**src/rtl/data_pack_collector.sv**
```systemverilog
// Packs PACK_NUM DSIZE-bit bytes into one word, flushing early on in_last; optional frame_cnt under DATA_PACK_COLLECTOR_FRAME_CNT_EN.
// Latency: out_valid rises the cycle after the completing input transfer.
// Backpressure: in_ready drops while a word waits in DONE; out_ready only releases the held word.
module data_pack_collector #(
  parameter int DSIZE    = 8,
  parameter int PACK_NUM = 4
) (
  input  logic                      clock,
  input  logic                      rst,
  input  logic [DSIZE-1:0]          in_data,
  input  logic                      in_valid,
  input  logic                      in_last,
  output logic                      in_ready,
  output logic [DSIZE*PACK_NUM-1:0] out_data,
  output logic [PACK_NUM-1:0]       out_keep,
  output logic                      out_last,
  output logic                      out_valid,
`ifdef DATA_PACK_COLLECTOR_FRAME_CNT_EN
  output logic [15:0]               frame_cnt,
`endif
  input  logic                      out_ready
);

  localparam int IW = $clog2(PACK_NUM) + 1;
  localparam logic [IW-1:0] LAST_IDX = IW'(PACK_NUM - 1);
  localparam bit SINGLE = (PACK_NUM == 1);

  typedef enum logic [1:0] {IDLE, EXEC, DONE} state_t;

  state_t                    state, state_nxt;
  logic [IW-1:0]             idx, idx_nxt;
  logic [DSIZE*PACK_NUM-1:0] data_nxt;
  logic [PACK_NUM-1:0]       keep_nxt;
  logic                      last_nxt;

  assign in_ready  = (state == IDLE || state == EXEC) && !rst;
  assign out_valid = (state == DONE);

  always_ff @(posedge clock) begin
    if (rst) begin
      state    <= IDLE;
      idx      <= '0;
      out_data <= '0;
      out_keep <= '0;
      out_last <= 1'b0;
    end else begin
      state    <= state_nxt;
      idx      <= idx_nxt;
      out_data <= data_nxt;
      out_keep <= keep_nxt;
      out_last <= last_nxt;
    end
  end

  always_comb begin
    state_nxt = state;
    idx_nxt   = idx;
    data_nxt  = out_data;
    keep_nxt  = out_keep;
    last_nxt  = out_last;
    case (state)
      IDLE: begin
        if (in_valid) begin
          data_nxt              = '0;
          data_nxt[DSIZE-1:0]   = in_data;
          keep_nxt              = '0;
          keep_nxt[0]           = 1'b1;
          last_nxt              = in_last;
          idx_nxt               = IW'(1);
          state_nxt             = (in_last || SINGLE) ? DONE : EXEC;
        end
      end
      EXEC: begin
        if (in_valid) begin
          for (int k = 0; k < PACK_NUM; k++) begin
            if (idx == IW'(k)) begin
              data_nxt[k*DSIZE +: DSIZE] = in_data;
              keep_nxt[k]                = 1'b1;
            end
          end
          last_nxt  = in_last;
          idx_nxt   = idx + IW'(1);
          state_nxt = (in_last || idx == LAST_IDX) ? DONE : EXEC;
        end
      end
      DONE: begin
        if (out_ready) begin
          data_nxt  = '0;
          keep_nxt  = '0;
          last_nxt  = 1'b0;
          idx_nxt   = '0;
          state_nxt = IDLE;
        end
      end
      default: begin
        data_nxt  = '0;
        keep_nxt  = '0;
        last_nxt  = 1'b0;
        idx_nxt   = '0;
        state_nxt = IDLE;
      end
    endcase
  end

`ifdef DATA_PACK_COLLECTOR_FRAME_CNT_EN
  // Counts completed frames, not words; wraps naturally at 16 bits.
  always_ff @(posedge clock) begin
    if (rst)
      frame_cnt <= '0;
    else if (out_valid && out_ready && out_last)
      frame_cnt <= frame_cnt + 16'd1;
  end
`endif

endmodule

```
**config.mk**
```make
export PLATFORM = sky130hd
export DESIGN_NAME = data_pack_collector
export DESIGN_NICKNAME = d
export VERILOG_FILES = /design/src/rtl/data_pack_collector.sv
export SDC_FILE = /design/constraint.sdc
export NUM_CORES = 1
export LEC_CHECK = 0
export CAP_MARGIN = 25
export CORE_MARGIN = 2
export CORE_UTILIZATION = 50
export CTS_BUF_LIST = sky130_fd_sc_hd__clkbuf_16
export DETAILED_ROUTE_END_ITERATION = 7
export HOLD_SLACK_MARGIN = 0.02
export PLACE_DENSITY = 0.9
export SLEW_MARGIN = 5
export SYNTH_ARGS = -nofsm -noshare
export SYNTH_HDL_FRONTEND = slang
export SYNTH_SLANG_ARGS = --single-unit
```
**constraint.sdc**
```tcl
create_clock -name clock -period 2.6 [get_ports clock]
set_input_delay 0.39 -clock clock [delete_from_list [all_inputs] [get_ports clock]]
set_output_delay 0.39 -clock clock [all_outputs]
set_load 0.005 [all_outputs]
```
==> implementation parameters, run 1 <==
Parameter                              Value

Cells and area
  Combined area of the multi-input logic cells ... 836 um^2
  Area Growth Syn to Fin ... 38.9%
  Layout fillers ... roughly 260
  NumNets Final ... 261
  Area taken by flip-flops and latches ... roughly 840 um^2
  Commonest non-fill, non-tap cells in the layout ... 51 x sky130_fd_sc_hd__clkdlybuf4s50_1, 42 x sky130_fd_sc_hd__dfxtp_1, 24 x sky130_fd_sc_hd__nor2_1, 19 x sky130_fd_sc_hd__nand2_1
  Antenna cells ... 0
  Layout cell share with drive strength beyond 1 ... 0.0656
  Leading cell type in the layout, fill and taps excluded ... sky130_fd_sc_hd__clkdlybuf4s50_1

Timing
  Maximum clock skew at final layout ... around 0.0047 ns
  Post-route worst setup slack ... roughly 0.38 ns
  Actual transition at the worst max-transition pin ... 0.595 ns
  Number of endpoints with negative hold slack in the final report ... 0
  Final setup violation count ... 0
  Share of the cycle needed by the critical path after routing ... 0.856
  Summed negative setup slack over all endpoints ... 0 ns
  Slew HR ... 0.601
  Max Transition Viols Final ... 0
  Fmax ... between 400 and 500 MHz
  Setup repair after global routing missed its margin ... no
  Period minus WS final ... 2.22 ns

CTS
  Clock tree root driver cell ... sky130_fd_sc_hd__clkbuf_16
  CTS buffer count ... 5
  Maximum level of the CTS H-tree ... 2
  CTS resizes ... 0
  TritonCTS clock tree ... built
  Worst-Skew Late Latency ... 0.28 ns
  Clock Path Buffers ... 2
  Post-CTS setup buffer count ... 0
  Total clock sinks ... 42
  Number of buffers inserted by hold repair at cts ... 0
  Post-CTS clock slew at the launch and capture registers of the worst setup and hold paths ... 0.05 ns

Placed design
  Count of input and output buffers ... 51
  Final weighted congestion in routability-driven placement ... between 0.8 and 0.9
  Dpl ws ... 0.700 ns
  Half-perimeter wire length after detailed placement ... just under 3 mm

Outcome
  Run status ... completed

Route
  First-pass detailed-route iteration total ... 4
  Routed wirelength normalized by instance count ... between 10 and 15 um
  Vias after detailed routing ... 1,539
  Remaining design rule violation count ... 0
  Vias per cell ... 5.31
  Post-DRT Antenna Nets ... 0
  Overall routed net length ... 4.15 mm
  First-iteration detailed-routing DRC count ... 124

Setup path
  Crit Path Class ... flip-flop to output port
  Launching element type of the critical path ... flip-flop
  Crit Path Max Fanout ... 14
  CP required ... 2.21 ns
  Endpoint class of the critical path ... output port
  Arr. time, crit path ... 1.83 ns

Pwr
  Power density relative to cell area ... roughly 600 nW/um^2
  Static leakage ... 0.888 nW
  Worst IR drop on VDD ... 0.489 mV

Flow run
  Max Cap Viol ... 0

Die
  # IOs ... 52
  Die width ... roughly 63 um
  Die outline height ... 63.2 um
  Row count ... 21
  Full die area ... roughly 4000 um^2
  Area of the placeable core ... 3360 um^2
  Effective utilization at floorplan ... 0.521

Yosys
  Yosys cell types ... 30
  Count of mapped cells out of synthesis ... 193
  Syn_area_per_cell ... 9.08 um^2
  Flop and latch count out of synthesis ... 42
  Register area share after synthesis ... 0.480
  Net Count, Synth ... 211
  Netlist area before placement ... roughly 1800 um^2
  Yosys warning count ... 0

GRT
  First-pass GRT wire length ... roughly 6.7 mm
  Maximum number of pins on one net before global-route repair ... 41
  Antenna violations before repair ... 0
  Number of global-route vias before repair ... 1,456
  Total routing usage reported by global routing ... 0.215
  GRT Residual Overflow ... 0

Hold path
  Path type of the worst min-delay path ... flip-flop to flip-flop
layer usage:
metal,part of all wire,wire length (um),track usage,vias up
li1,-,-,-,762
met1,0.46,1900,0.280,711
met2,0.45,1860,0.326,57
met3,0.072,298,0.0696,9
met4,0.021,89,0.0978,0
met5,0,0,0,-
critical path, stage by stage, from the launching register on:
cell and delay [ns]:
sky130_fd_sc_hd__dfxtp_1 0.68, sky130_fd_sc_hd__inv_1 0.22, sky130_fd_sc_hd__nor2_1 0.14, sky130_fd_sc_hd__clkdlybuf4s50_1 0.51
layout make-up:
class                   instances  area share
well taps                      46      0.0236
inverters                       7      0.0108
clock buffers                   5      0.0514
clock inverters                 3     0.00668
multi-input cells             133       0.343
flip-flops and latches         42       0.345
repair buffers                 54       0.219
through the flow:
| step | util | total power [W] | hold WS (ns) | std cells | cell area (um^2) |
|---|---|---|---|---|---|
| after floorplan | - | 0.000794 | 0.441 | 193 | 1750 |
| after global placement | 0.682 | 0.000878 | 0.439 | 282 | 2290 |
| after detailed placement | 0.682 | 0.000881 | 0.452 | 282 | 2290 |
| after CTS | 0.724 | 0.00146 | 0.460 | 290 | 2430 |
| after global routing | 0.724 | 0.00152 | 0.483 | 290 | 2430 |
| final | 0.724 | 0.00145 | 0.455 | 290 | 2430 |
where the power goes:
group / leakage (nW) / switching, W / internal [W]
clock: 0.0672 / 0.000235 / 0.000350
sequential: 0.342 / 0.0000202 / 0.000666
combinational: 0.479 / 0.0000901 / 0.0000919
total: 0.888 / 0.000346 / 0.00111
final timing paths:
| kind | cells past startpoint | slack, ns | endpoint | start |
|---|---|---|---|---|
| setup / recovery | 3 | 0.38 | out_valid | state[1]$_SDFFE_PP0P_ |
| hold / removal | 2 | 0.45 | out_keep[1]$_SDFFE_PP0P_ | out_keep[1]$_SDFFE_PP0P_ |
| setup reg to reg | 4 | 0.84 | out_data[11]$_SDFFE_PP0P_ | state[1]$_SDFFE_PP0P_ |
| hold reg to reg | 2 | 0.45 | out_keep[1]$_SDFFE_PP0P_ | out_keep[1]$_SDFFE_PP0P_ |
sequential cells by signal, indices dropped and copies added (netlist names):
name	cells
out_data	32
out_last	1
state	2
idx	3
out_keep	4
logic make-up after synthesis:
kind of cell               Yosys count  share of synthesized area
adders and majority gates            5                     0.0357
AOI/OAI and AO/OA                   48                      0.196
muxes                                9                     0.0514
DFF                                 42                      0.480
and+or+nand+nor                     71                      0.193
buffers and inverters               18                     0.0435
synthesized netlist by cell type:
cell | number | area (um^2)
sky130_fd_sc_hd__and4_1 | 2 | 17.5
sky130_fd_sc_hd__o21ai_1 | 5 | 25.0
sky130_fd_sc_hd__nor2_1 | 24 | 90.1
sky130_fd_sc_hd__a21oi_1 | 16 | 80.1
sky130_fd_sc_hd__buf_4 | 1 | 7.51
sky130_fd_sc_hd__inv_2 | 1 | 3.75
sky130_fd_sc_hd__or4_1 | 1 | 7.51
sky130_fd_sc_hd__a21o_1 | 1 | 7.51
sky130_fd_sc_hd__ha_1 | 5 | 62.6
sky130_fd_sc_hd__inv_1 | 6 | 22.5
sky130_fd_sc_hd__nand2_1 | 19 | 71.3
sky130_fd_sc_hd__buf_2 | 4 | 20.0
sky130_fd_sc_hd__o21a_1 | 2 | 15.0
sky130_fd_sc_hd__a31oi_1 | 1 | 6.26
sky130_fd_sc_hd__dfxtp_1 | 42 | 841
sky130_fd_sc_hd__nor3_2 | 1 | 10.0
sky130_fd_sc_hd__nor2b_1 | 5 | 31.3
sky130_fd_sc_hd__nand3_1 | 8 | 40.0
sky130_fd_sc_hd__nand2b_1 | 9 | 56.3
sky130_fd_sc_hd__o21ai_2 | 1 | 8.76
sky130_fd_sc_hd__o21ai_0 | 1 | 5.00
sky130_fd_sc_hd__a21boi_1 | 2 | 15.0
sky130_fd_sc_hd__o221ai_4 | 2 | 52.6
sky130_fd_sc_hd__mux2i_1 | 9 | 90.1
sky130_fd_sc_hd__clkbuf_1 | 5 | 18.8
sky130_fd_sc_hd__a22oi_1 | 16 | 120
sky130_fd_sc_hd__a21oi_2 | 1 | 8.76
sky130_fd_sc_hd__buf_1 | 1 | 3.75
sky130_fd_sc_hd__nand4_1 | 1 | 6.26
sky130_fd_sc_hd__or3b_1 | 1 | 8.76
Power figures use the tool's default switching activity.
==> run 2, diff against run 1 <==
SLEW_MARGIN = 20   (was 5)
==> results of run 2 <==
Same layout as run 1: the final DEF is identical, and so are final timing and power.
==> run 3, diff against run 2 <==
CORE_ASPECT_RATIO = 1.5   (was not set)
CTS_BUF_LIST = not set   (was sky130_fd_sc_hd__clkbuf_16)
==> implementation parameters, run 3 (synthesized netlist as in run 1, its figures left out) <==
Parameter                              Value

Timing
  Actual transition at the worst max-transition pin ... 0.610 ns
  Final setup violation count ... 0
  Setup repair after global routing missed its margin ... no
  Maximum clock skew at final layout ... 0.00612 ns
  Share of the cycle needed by the critical path after routing ... 0.848
  Max Transition Viols Final ... 0
  Fmax ... 454 MHz
  Period minus WS final ... 2.21 ns
  Summed negative setup slack over all endpoints ... 0 ns
  Slew HR ... 0.591
  Number of endpoints with negative hold slack in the final report ... 0
  Post-route worst setup slack ... 0.395 ns
  Worst hold slack ... 0.449 ns

Placed design
  Count of input and output buffers ... just over 50
  Final weighted congestion in routability-driven placement ... 0.850
  Dpl ws ... 0.645 ns
  Half-perimeter wire length after detailed placement ... 3.20 mm

Cells and area
  Post-route core utilization ... 0.705
  Flip-flop count of the largest register after layout ... 32
  Antenna cells ... 0
  Area Growth Syn to Fin ... 36.0%
  Leading cell type in the layout, fill and taps excluded ... sky130_fd_sc_hd__clkdlybuf4s50_1
  Largest registers ... out_data x32, out_keep x4, idx x3
  Layout cell share with drive strength beyond 1 ... 0.0697
  NumNets Final ... 261
  Most flop-heavy register ... out_data
  Commonest non-fill, non-tap cells in the layout ... 51 x sky130_fd_sc_hd__clkdlybuf4s50_1, 42 x sky130_fd_sc_hd__dfxtp_1, 24 x sky130_fd_sc_hd__nor2_1, 19 x sky130_fd_sc_hd__nand2_1

Outcome
  Run status ... completed

CTS
  Number of buffers inserted by hold repair at cts ... 0
  Clock Path Buffers ... 2
  Clock tree root driver cell ... sky130_fd_sc_hd__clkbuf_8
  CTS buffer count ... 5
  Worst-Skew Late Latency ... slightly below 0.3 ns
  Maximum level of the CTS H-tree ... 2
  Total clock sinks ... between 40 and 50
  Post-CTS setup buffer count ... 0
  Post-CTS clock slew at the launch and capture registers of the worst setup and hold paths ... 0.08 ns
  TritonCTS clock tree ... built
  CTS resizes ... 0

Hold path
  Worst Hold Launch ... out_keep[1]$_SDFFE_PP0P_
  Path type of the worst min-delay path ... flip-flop to flip-flop

Route
  Vias after detailed routing ... 1,567
  Vias per cell ... 5.48
  Remaining design rule violation count ... 0
  First-pass detailed-route iteration total ... 4
  Routed wirelength normalized by instance count ... 15.4 um
  Post-DRT Antenna Nets ... 0
  First-iteration detailed-routing DRC count ... 56
  Overall routed net length ... 4.41 mm

GRT
  First-pass GRT wire length ... approximately 7.5 mm
  GRT Residual Overflow ... 0
  Number of global-route vias before repair ... approximately 1,600
  Maximum number of pins on one net before global-route repair ... 41
  Antenna violations before repair ... 0
  Total routing usage reported by global routing ... 0.243

Setup path
  Crit Path Max Fanout ... 14
  Crit path max-delay cell type ... sky130_fd_sc_hd__dfxtp_1
  R2r setup slk ... ~0.84 ns
  R2R Path Start ... idx[0]$_SDFFE_PP0P_
  Endpoint class of the critical path ... output port
  CP max stage delay ... 0.67 ns
  Worst setup path start ... state[1]$_SDFFE_PP0P_
  Crit Path Class ... flip-flop to output port
  Launching element type of the critical path ... flip-flop
  Arr. time, crit path ... 1.82 ns
  CP required ... 2.21 ns
  Chain of cells forming the critical path ... inv_1 -> nor2_1 -> clkdlybuf4s50_1

Die
  Area of the placeable core ... 3380 um^2
  Full die area ... 4010 um^2
  Effective utilization at floorplan ... 0.518
  # IOs ... 52
  Die width ... 52.3 um
  Die outline height ... 76.5 um
  Row count ... 26

Pwr
  Worst IR drop on VDD ... about 0.47 mV
  Overall Power ... 0.00131 W
  Power density relative to cell area ... between 500 and 600 nW/um^2
  Static leakage ... a little under 0.9 nW

Flow run
  Max Cap Viol ... 0
[run 3: cell type report]
type / count / area (um^2)
repair buffers: 54 / 533
multi-input cells: 133 / 836
clock buffers: 6 / 82.6
fillers: 264 / 1000
flip-flops and latches: 42 / 841
clock inverters: 2 / 12.5
well taps: 42 / 52.6
inverters: 7 / 26.3
[run 3: per-layer routing]
layer,routed length (um),global-route usage
met3,226,0.0549
met5,0,0
met1,1650,0.269
met2,2390,0.411
met4,138,0.133
[run 3: worst max-delay path: cells and delay by family (launching register included)]
family	cells	cell delay (ns)
flip-flops	1	0.67
buffers and inverters	2	0.71
AND/OR/NAND/NOR	1	0.14
[run 3: path summary, 6_finish.rpt]
kind | cells past startpoint | endpoint
min | 2 | out_keep[1]$_SDFFE_PP0P_
max | 3 | out_valid
max reg2reg | 6 | out_data[4]$_SDFFE_PP0P_
min reg2reg | 2 | out_keep[1]$_SDFFE_PP0P_
[run 3: power breakdown]
group | internal [W] | switching (W)
Combinational | 0.0000922 | 0.0000929
Clock | 0.000214 | 0.000227
Sequential | 0.000665 | 0.0000198
[run 3: per-stage QoR]
step / std cells / area (um^2)
after floorplan: 193 / 1750
final: 286 / 2380
after CTS: 286 / 2380
after global routing: 286 / 2380
after detailed placement: 278 / 2290
after global placement: 278 / 2290
